**config.mk**
```make
export PLATFORM = sky130hd
export DESIGN_NAME = dfg_descrambler
export DESIGN_NICKNAME = d
export VERILOG_FILES = /design/src/rtl/dfg_descrambler_pkg.sv /design/src/rtl/dfg_descr_core.sv /design/src/rtl/dfg_descrambler.sv
export SDC_FILE = /design/constraint.sdc
export NUM_CORES = 1
export LEC_CHECK = 0
export CAP_MARGIN = 25
export CORE_MARGIN = 2
export CORE_UTILIZATION = 30
export DETAILED_ROUTE_END_ITERATION = 7
export HOLD_SLACK_MARGIN = 0.02
export PLACE_DENSITY = 0.5
export SYNTH_ARGS = -nofsm -noshare
export SYNTH_HDL_FRONTEND = slang
export SYNTH_SLANG_ARGS = --single-unit
```
**constraint.sdc**
```tcl
create_clock -name clk -period 2 [get_ports clk]
set_input_delay 0.5 -clock clk [delete_from_list [all_inputs] [get_ports clk]]
set_output_delay 0.5 -clock clk [all_outputs]
set_load 0.02 [all_outputs]
```
**src/rtl/dfg_descrambler_pkg.sv**
```systemverilog
// Shared types, default parameters and the tap function for the serial descrambler.
// The same tap function drives the receiver here and any reference scrambler model.
package dfg_descrambler_pkg;

    typedef enum logic [1:0] {StFill, StHunt, StLock} state_e;

    localparam int unsigned DefLen     = 7;
    localparam int unsigned DefTapA    = 5;
    localparam int unsigned DefTapB    = 6;
    localparam int unsigned DefIdleRun = 16;

    // Widest history the tap function accepts; narrower histories are zero-extended.
    localparam int unsigned MaxLen = 32;

    function automatic logic tap_xor(input logic              in_bit,
                                     input logic [MaxLen-1:0] hist,
                                     input logic [4:0]        tap_a,
                                     input logic [4:0]        tap_b);
        return in_bit ^ hist[tap_a] ^ hist[tap_b];
    endfunction

endpackage

```
**src/rtl/dfg_descr_core.sv**
```systemverilog
// History shift register and feed-forward tap XOR. The raw line bit is shifted in,
// so the receiver resynchronises on its own after LEN beats.
module dfg_descr_core
    import dfg_descrambler_pkg::*;
#(
    parameter int unsigned LEN   = DefLen,
    parameter int unsigned TAP_A = DefTapA,
    parameter int unsigned TAP_B = DefTapB
) (
    input  logic clk,
    input  logic rst,
    input  logic clr,
    input  logic shift_en,
    input  logic in_data,
    output logic d
);

    localparam logic [4:0] TapASel = 5'(TAP_A);
    localparam logic [4:0] TapBSel = 5'(TAP_B);

    logic [LEN-1:0] s_q;

    always_ff @(posedge clk) begin
        if (rst || clr) begin
            s_q <= '0;
        end else if (shift_en) begin
            s_q <= {s_q[LEN-2:0], in_data};
        end
    end

    // Taps read the pre-shift history.
    assign d = tap_xor(in_data, MaxLen'(s_q), TapASel, TapBSel);

endmodule

```
**src/rtl/dfg_descrambler.sv**
```systemverilog
// Self-synchronising descrambler with fill/hunt/lock acquisition and a one-entry
// valid/ready output register.
module dfg_descrambler
    import dfg_descrambler_pkg::*;
#(
    parameter int unsigned LEN      = DefLen,
    parameter int unsigned TAP_A    = DefTapA,
    parameter int unsigned TAP_B    = DefTapB,
    parameter int unsigned IDLE_RUN = DefIdleRun
) (
    input  logic        clk,
    input  logic        rst,
    input  logic        resync,
    input  logic        in_valid,
    output logic        in_ready,
    input  logic        in_data,
    output logic        out_valid,
    input  logic        out_ready,
    output logic        out_data,
    output logic        locked,
    output logic [15:0] drop_cnt
);

    localparam int unsigned FillW = $clog2(LEN + 1);

    state_e            state_q, state_d;
    logic [FillW-1:0]  fill_cnt_q;
    logic [7:0]        run_cnt_q;
    logic [15:0]       drop_cnt_q;
    logic              out_valid_q, out_data_q, locked_q;
    logic              d, shift_en;

    dfg_descr_core #(
        .LEN   (LEN),
        .TAP_A (TAP_A),
        .TAP_B (TAP_B)
    ) u_core (
        .clk      (clk),
        .rst      (rst),
        .clr      (resync),
        .shift_en (shift_en),
        .in_data  (in_data),
        .d        (d)
    );

    always_ff @(posedge clk) begin
        if (rst) begin
            state_q  <= StFill;
            locked_q <= 1'b0;
        end else begin
            state_q  <= state_d;
            locked_q <= (state_d == StLock);
        end
    end

    always_comb begin
        state_d = state_q;
        if (resync) begin
            state_d = StFill;
        end else if (shift_en) begin
            case (state_q)
                StFill:  if (fill_cnt_q == FillW'(LEN - 1)) state_d = StHunt;
                StHunt:  if (!d && run_cnt_q == 8'(IDLE_RUN - 1)) state_d = StLock;
                default: state_d = state_q;
            endcase
        end
    end

    // A resync beat is always taken off the line, even under backpressure, but never used.
    always_comb begin
        in_ready = 1'b1;
        if (state_q == StLock && !resync) in_ready = !out_valid_q || out_ready;
        shift_en = in_valid && in_ready && !resync;
    end

    always_ff @(posedge clk) begin
        if (rst || resync) begin
            fill_cnt_q <= '0;
            run_cnt_q  <= '0;
        end else if (shift_en) begin
            if (state_q == StFill) fill_cnt_q <= fill_cnt_q + 1'b1;
            if (state_q == StHunt) run_cnt_q <= d ? 8'd0 : run_cnt_q + 8'd1;
        end
    end

    always_ff @(posedge clk) begin
        if (rst) begin
            drop_cnt_q <= '0;
        end else if (shift_en && state_q != StLock && drop_cnt_q != 16'hFFFF) begin
            drop_cnt_q <= drop_cnt_q + 16'd1;
        end
    end

    always_ff @(posedge clk) begin
        if (rst) begin
            out_valid_q <= 1'b0;
            out_data_q  <= 1'b0;
        end else if (resync) begin
            out_valid_q <= 1'b0;
        end else if (state_q == StLock && shift_en) begin
            out_valid_q <= 1'b1;
            out_data_q  <= d;
        end else if (out_ready) begin
            out_valid_q <= 1'b0;
        end
    end

    assign out_valid = out_valid_q;
    assign out_data  = out_data_q;
    assign locked    = locked_q;
    assign drop_cnt  = drop_cnt_q;

endmodule

```
==> results of run 1 <==
[flip-flops by register name, indices dropped and copies added (netlist names)]
signal      cells
drop_cnt       16
run_cnt_q       8
u_core.s_q      7
fill_cnt_q      3
state_q         2
locked          1
out_data        1
out_valid       1
[timing repair]
action                                  4_1_cts  5_1_grt
pin swaps                                     0        4
gates cloned                                  0        1
buffers inserted                              0        1
endpoints found under the setup margin        3       13
resized for setup                             5       13
[cells by family after synthesis]
family,Yosys count
adders and majority gates,4
AOI/OAI and AO/OA,36
buffers and inverters,15
and+or+nand+nor,94
xor gates and xnor gates,11
muxes,11
DFF,39
[cells in the final DEF, fill, tap and decap left out, types with 9 or more instances in the layout]
cell type	n
sky130_fd_sc_hd__clkdlybuf4s50_1	23
sky130_fd_sc_hd__buf_4	22
sky130_fd_sc_hd__a21oi_1	12
sky130_fd_sc_hd__nand2_1	9
sky130_fd_sc_hd__or4_1	9
sky130_fd_sc_hd__dfxtp_1	39
sky130_fd_sc_hd__nor2_1	22
sky130_fd_sc_hd__nand3_1	10
[critical path, stage by stage]
cell and delay, ps:
sky130_fd_sc_hd__clkdlybuf4s50_1 410, sky130_fd_sc_hd__buf_4 150, sky130_fd_sc_hd__nor2b_1 110, sky130_fd_sc_hd__buf_4 150, sky130_fd_sc_hd__nand3_2 90, sky130_fd_sc_hd__buf_6 150, sky130_fd_sc_hd__or4_1 490, sky130_fd_sc_hd__a21oi_2 130
[final cells by class]
class	instances	area share [%]
clock inverters	2	1.36
inverters	7	1.02
flip-flops and latches	39	30.2
repair buffers	51	18.4
clock buffers	6	3.20
multi-input cells	156	42.2
well taps	75	3.63
[how the worst max path moves through the flow]
stage | from | end | slack [ps] | depth (start not counted)
2_1_floorplan | drop_cnt[0]$_SDFFE_PP0P_ | drop_cnt[12]$_SDFFE_PP0P_ | 140 | 5
3_3_place_gp | out_ready | in_ready | -430 | 4
3_5_place_dp | out_ready | in_ready | -440 | 4
4_1_cts | resync | drop_cnt[11]$_SDFFE_PP0P_ | -40 | 8
5_1_grt | resync | drop_cnt[7]$_SDFFE_PP0P_ | -3 | 8
6_report | resync | drop_cnt[9]$_SDFFE_PP0P_ | 50 | 8
[Yosys cell counts (all sizes together) (2+ instances only)]
cell / instances / area [um^2]
o21ai: 3 / 15.0
nor2b: 7 / 43.8
o21a: 3 / 22.5
or4: 9 / 67.6
xor2: 7 / 61.3
buf: 3 / 15.0
o41ai: 2 / 17.5
a21oi: 14 / 70.1
and3: 5 / 31.3
o31ai: 7 / 52.6
nand2: 10 / 37.5
ha: 4 / 50.1
nand3: 11 / 55.1
xnor2: 4 / 35.0
mux2i: 7 / 70.1
nand4: 8 / 62.6
a211oi: 5 / 37.5
or2: 2 / 12.5
nand2b: 3 / 18.8
mux2: 4 / 45.0
dfxtp: 39 / 781
nor3: 3 / 15.0
and4: 3 / 26.3
inv: 6 / 22.5
nor4: 3 / 18.8
or3: 5 / 36.3
nor2: 22 / 82.6
nor4b: 2 / 17.5
clkbuf: 5 / 18.8
[routing by layer]
layer / routed length (um) / global-route usage (%) / vias to the layer above
met5: 0 / 0 / -
met4: 72 / 5.37 / 0
met3: 107 / 2.09 / 5
met1: 2380 / 17.8 / 760
li1: - / - / 870
met2: 1680 / 17.3 / 27
[per-stage QoR]
stage,total power (uW),hold slack (ps),setup WS [ps]
finish,1570,467,45.2
global route,1630,489,-3.15
CTS,1590,473,-38.3
detailed placement,895,457,-438
global placement,894,467,-432
floorplan,845,458,144
[report_power, final]
group	total (uW)	internal (uW)	switching, uW
clock	690	404	286
sequential	782	780	2.59
combinational	95.7	48.3	47.4
total	1570	1230	336
==> summary.md, run 1 <==
| Metric | Value |
|---|---|
| Final core utilization | ~43% |
| Worst r2r dst | drop_cnt[11]$_SDFFE_PP0P_ |
| Number of clock buffers inserted by TritonCTS | 5 |
| Number of pins with negative max-slew slack in the final report | 0 |
| Buffers from clock root to sink, at most | 2 |
| Number of rows in the core area | 28 |
| Launching element type of the critical path | input pin |
| Yosys warning total | 0 |
| Count of input and output buffers | 25 |
| Initial standard-cell utilization of the core | between 30% and 40% |
| Reg-to-reg slack, setup | 160 ps |
| Number of standard cells after synthesis | 210 |
| Total power density per cell area | between 600 and 700 mW/mm^2 |
| Die height | just over 80 um |
| Primary flip-flop cell chosen by synthesis mapping | sky130_fd_sc_hd__dfxtp_1 |
| Clock transition at path regs | roughly 80 ps |
| Congestion Overflow GR | 0 |
| Antenna Cells | 0 |
| Tightest Pin Transition | 381 ps |
| Number of synthesized flops with an enable pin | 0 |
| Number of placed cells counting well taps | around 330 |
| Simple-gate share of the synthesized area | between 20% and 30% |
| Ratio of cells with drive above 1 in the final layout | approximately a fifth |
| Post-route setup TNS | 0 ps |
| Area share of xor/xnor cells in the synthesized design | approximately 5% |
| Post-DP Area | approximately 0.0024 mm^2 |
| Worst max-slew margin expressed relative to the limit | roughly three quarters |
| Total via count after detailed routing | 1662 |
| Outcome | finished clean |
| Beginning of the worst hold path | out_data$_SDFFE_PP0P_ |
| Die outline area | a little under 0.007 mm^2 |
| Global placement routability congestion | around 0.73 |
| Total Wirelength | 4240 um |
| Finished Cell Area | between 0.002 and 0.003 mm^2 |
| Syn Area/Cell | 8.91 um^2 |
| Crit share post-route | roughly 98% |
| Critical Path End Type | flip-flop |
| Area of the mapped netlist | approximately 0.0019 mm^2 |
| Proportion of register bits with asynchronous set or reset after synthesis | 0% |
| Minimum clock period | 1950 ps |
| Startpoint of the lowest-slack register-to-register path | drop_cnt[5]$_SDFFE_PP0P_ |
| Horizontal die dimension | 83.0 um |
| Detail Route Antenna Nets | 0 |
| Post-synth cell types | 37 |
| Total I/O pin count | 26 |
| CTS H-tree depth | 2 |
| Leakage power of the design | between 0.0009 and 0.001 uW |
| Antenna violations before repair | 0 |
| Vias in the first global route | about 1500 |
| Critical Setup Path Class | in2reg |
| Share of cell area taken by muxes after synthesis | between 6 and 7% |
| Core area | about 0.006 mm^2 |
| Biggest fanout along the worst timing path | 5 |
| Tightest Hold Check Type | reg2reg |
| Total area of multi-input combinational cells | approximately 0.0011 mm^2 |
| Quantity of hold-fixing buffers added after cts | 0 |
| Clock tree sinks | 39 |
| Hold-critical path endpoint | out_data$_SDFFE_PP0P_ |
| Max capacitance violation total | 0 |
| Main combinational cell family by area after synthesis | simple AND/OR/NAND/NOR gates |
| Largest net degree at the start of global routing | 22 |
| Count of state elements after synthesis | 39 |
| Non-filler cells in the finished layout | 336 |
| Worst-Skew Late Latency | just under 300 ps |
| Residual DRC count | 0 |
| Flip-flop and latch area | around 780 um^2 |
| Violation count after the first detailed-route iteration | 75 |
| Synthesized-area fraction occupied by adder cells | 2.67% |
| Setup Viol. Count Final | 0 |
| Compound-cell area share of the yosys netlist | between 10% and 20% |
| Number of nets in the final layout | 270 |
| Number of filler cells placed in the layout | 590 |
| Synthesis-to-finish area growth | 38.0% |
| Count of final hold-check violations | 0 |
| Detail-routed via count per cell | just under 5 |
| Routed WL per cell | 12.6 um |
| Wire length of the first global-routing pass | approximately 7000 um |
| Final HPWL from detailed placement | a little under 3000 um |
| Worst endpoint required time | 2220 ps |
| Total Routing Usage GR | 12.2% |
| CTS tree | yes |
| Detailed-router iteration count before antenna repair | 4 |
| CTS root buf | sky130_fd_sc_hd__clkbuf_8 |
| Depth of the worst hold-timing path | 2 |
| Data arrival time of the critical path | between 2000 and 2500 ps |
| Proportion of synthesized chip area in sequential cells | approximately two fifths |
| Post-Syn Nets | 220 |
| FMAX | around 0.51 GHz |
| Worst Reg2Reg Path Length in Cells | 4 |
| Clock skew | about 5 ps |
| VDD IR max | between 0.2 and 0.3 mV |
No activity file was read; power rests on OpenSTA's default activity.
==> inputs of run 2 (changes only) <==
--- a/config.mk
+++ b/config.mk
@@ -6,11 +6,12 @@
 export NUM_CORES = 1
 export LEC_CHECK = 0
 export CAP_MARGIN = 25
-export CORE_MARGIN = 2
-export CORE_UTILIZATION = 30
+export CORE_MARGIN = 4
+export CORE_UTILIZATION = 45
 export DETAILED_ROUTE_END_ITERATION = 7
 export HOLD_SLACK_MARGIN = 0.02
-export PLACE_DENSITY = 0.5
+export PLACE_DENSITY = 0.69
 export SYNTH_ARGS = -nofsm -noshare
 export SYNTH_HDL_FRONTEND = slang
 export SYNTH_SLANG_ARGS = --single-unit
+export TNS_END_PERCENT = 5
==> run 2 against run 1 <==
Against the previous run:
- non-clock buffer count shrank 2
- flip-flop and latch count is the same
- largest cell class unchanged
- first-iteration DRC count shrank 15%
- hold slack gained 21 ps
- routed wire length shrank 5.0%
- via count grew 0.24%
- critical path type unchanged
- clock skew grew 0.76 ps
==> summary.md, run 2 (synthesized netlist as in run 1, its figures left out) <==
| Metric | Value |
|---|---|
| Detail-routed via count per cell | roughly 5.4 |
| Critical Path End Type | flip-flop |
| Total via count after detailed routing | ~1700 |
| Routed WL per cell | approximately 13 um |
| Finished Cell Area | 0.00251 mm^2 |
| Commonest non-fill, non-tap cell in the layout | sky130_fd_sc_hd__dfxtp_1 |
| Wire length of the first global-routing pass | 7110 um |
| Core area | between 0.004 and 0.005 mm^2 |
| Count of final hold-check violations | 0 |
| CTS H-tree depth | 2 |
| Global placement routability congestion | roughly 0.86 |
| Congestion Overflow GR | 0 |
| Total I/O pin count | 26 |
| Final core utilization | 62.8% |
| Setup Viol. Count Final | 0 |
| Die height | slightly above 70 um |
| Violation count after the first detailed-route iteration | 64 |
| Detailed-router iteration count before antenna repair | 4 |
| Synthesis-to-finish area growth | 34.3% |
| Post-DP Area | between 0.002 and 0.0025 mm^2 |
| Biggest fanout along the worst timing path | 10 |
| Worst-Skew Late Latency | 290 ps |
| VDD IR max | 0.448 mV |
| Crit share post-route | a little over nine tenths |
| Largest net degree at the start of global routing | 19 |
| Clock transition at path regs | about 80 ps |
| Antenna Cells | 0 |
| Detail Route Antenna Nets | 0 |
| Worst r2r dst | drop_cnt[12]$_SDFFE_PP0P_ |
| Clock tree sinks | 39 |
| Hold-critical path endpoint | run_cnt_q[1]$_SDFFE_PP0P_ |
| FMAX | around 0.52 GHz |
| Die outline area | 0.00526 mm^2 |
| Outcome | finished clean |
| Ratio of cells with drive above 1 in the final layout | approximately a fifth |
| Tightest Hold Check Type | reg2reg |
| Clock skew | 5.80 ps |
| Number of nets in the final layout | between 200 and 300 |
| Initial standard-cell utilization of the core | a little under half |
| Total Wirelength | roughly 4000 um |
| Total power density per cell area | slightly above 600 mW/mm^2 |
| Antenna violations before repair | 0 |
| Data arrival time of the critical path | 2140 ps |
| Worst endpoint required time | approximately 2200 ps |
| Max reg flops | 16 |
| Final HPWL from detailed placement | about 2900 um |
| Worst Reg2Reg Path Length in Cells | 5 |
| Number of pins with negative max-slew slack in the final report | 0 |
| Beginning of the worst hold path | run_cnt_q[1]$_SDFFE_PP0P_ |
| Total Routing Usage GR | 17.0% |
| Leading cell types in the layout, fill and taps excluded | sky130_fd_sc_hd__dfxtp_1, sky130_fd_sc_hd__clkdlybuf4s50_1, sky130_fd_sc_hd__nor2_1 |
| Leakage power of the design | between 0.0008 and 0.0009 uW |
| Count of input and output buffers | 25 |
| Minimum clock period | approximately 1900 ps |
| Vias in the first global route | 1512 |
| Residual DRC count | 0 |
| Launching element type of the critical path | input pin |
| Horizontal die dimension | 72.5 um |
| Reg-to-reg slack, setup | around 140 ps |
| CTS root buf | sky130_fd_sc_hd__clkbuf_8 |
| Setup Fix Bufs, Post-CTS | 0 |
| Critical Setup Path Class | in2reg |
| Number of clock buffers inserted by TritonCTS | 5 |
| Startpoint of the lowest-slack register-to-register path | drop_cnt[0]$_SDFFE_PP0P_ |
| CTS tree | yes |
| Depth of the worst hold-timing path | 2 |
| Number of rows in the core area | 23 |
| Worst max-slew margin expressed relative to the limit | 74.2% |
| Buffers from clock root to sink, at most | 2 |
| Max capacitance violation total | 0 |
| Tightest Pin Transition | approximately 380 ps |
run 2: worst max-delay path by stage:
stage                                         from                         to  depth (start not counted)
final                                       resync   drop_cnt[7]$_SDFFE_PP0P_                          8
after global routing                        resync   drop_cnt[7]$_SDFFE_PP0P_                          8
after CTS                                   resync  drop_cnt[10]$_SDFFE_PP0P_                          7
after detailed placement                 out_ready                   in_ready                          4
after global placement                   out_ready                   in_ready                          4
after floorplan           drop_cnt[0]$_SDFFE_PP0P_  drop_cnt[12]$_SDFFE_PP0P_                          5
run 2: per-layer routing:
metal,global-route usage [%],vias up,part of all wire (%)
li1,-,865,-
met1,24.4,763,51
met2,25.6,30,45
met3,2.91,8,2.9
met4,6.15,0,1.2
met5,0,-,0
run 2: cell type report:
class                   instances  area, um^2
repair buffers                 49         450
inverters                       7        26.3
multi-input cells             156        1080
well taps                      50        62.6
flip-flops and latches         39         781
fillers                       342        1490
clock inverters                 3        43.8
clock buffers                   5        68.8
run 2: per-stage QoR:
stage               setup slack [ps]  power [uW]  TNS (ps)  hold WS, ps  std cells
global placement                -435         890     -4280          459        301
floorplan                        144         845         0          458        210
detailed placement              -436         890     -4910          474        301
CTS                             5.48        1550         0          491        309
finish                          81.0        1540         0          488        309
global route                   -3.45        1590     -3.45          534        309
run 2: what timing repair did:
| action | CTS | global route |
|---|---|---|
| resized for setup | 10 | 10 |
| endpoints found under the setup margin | 3 | 13 |
| pin swaps | 1 | 3 |
| hold buffers | 0 | 0 |
run 2: worst max-delay path, cell delays in order:
cell and delay, ps:
sky130_fd_sc_hd__clkdlybuf4s50_1 410, sky130_fd_sc_hd__buf_4 160, sky130_fd_sc_hd__nor2b_4 100, sky130_fd_sc_hd__buf_6 110, sky130_fd_sc_hd__nand3_1 80, sky130_fd_sc_hd__buf_6 150, sky130_fd_sc_hd__or4_1 490, sky130_fd_sc_hd__a21oi_2 140
run 2: where the power goes:
part	total, uW	internal (uW)	switching, uW
sequential	783	780	3.54
combinational	92.5	46.6	45.9
clock	660	372	289
total	1540	1200	338
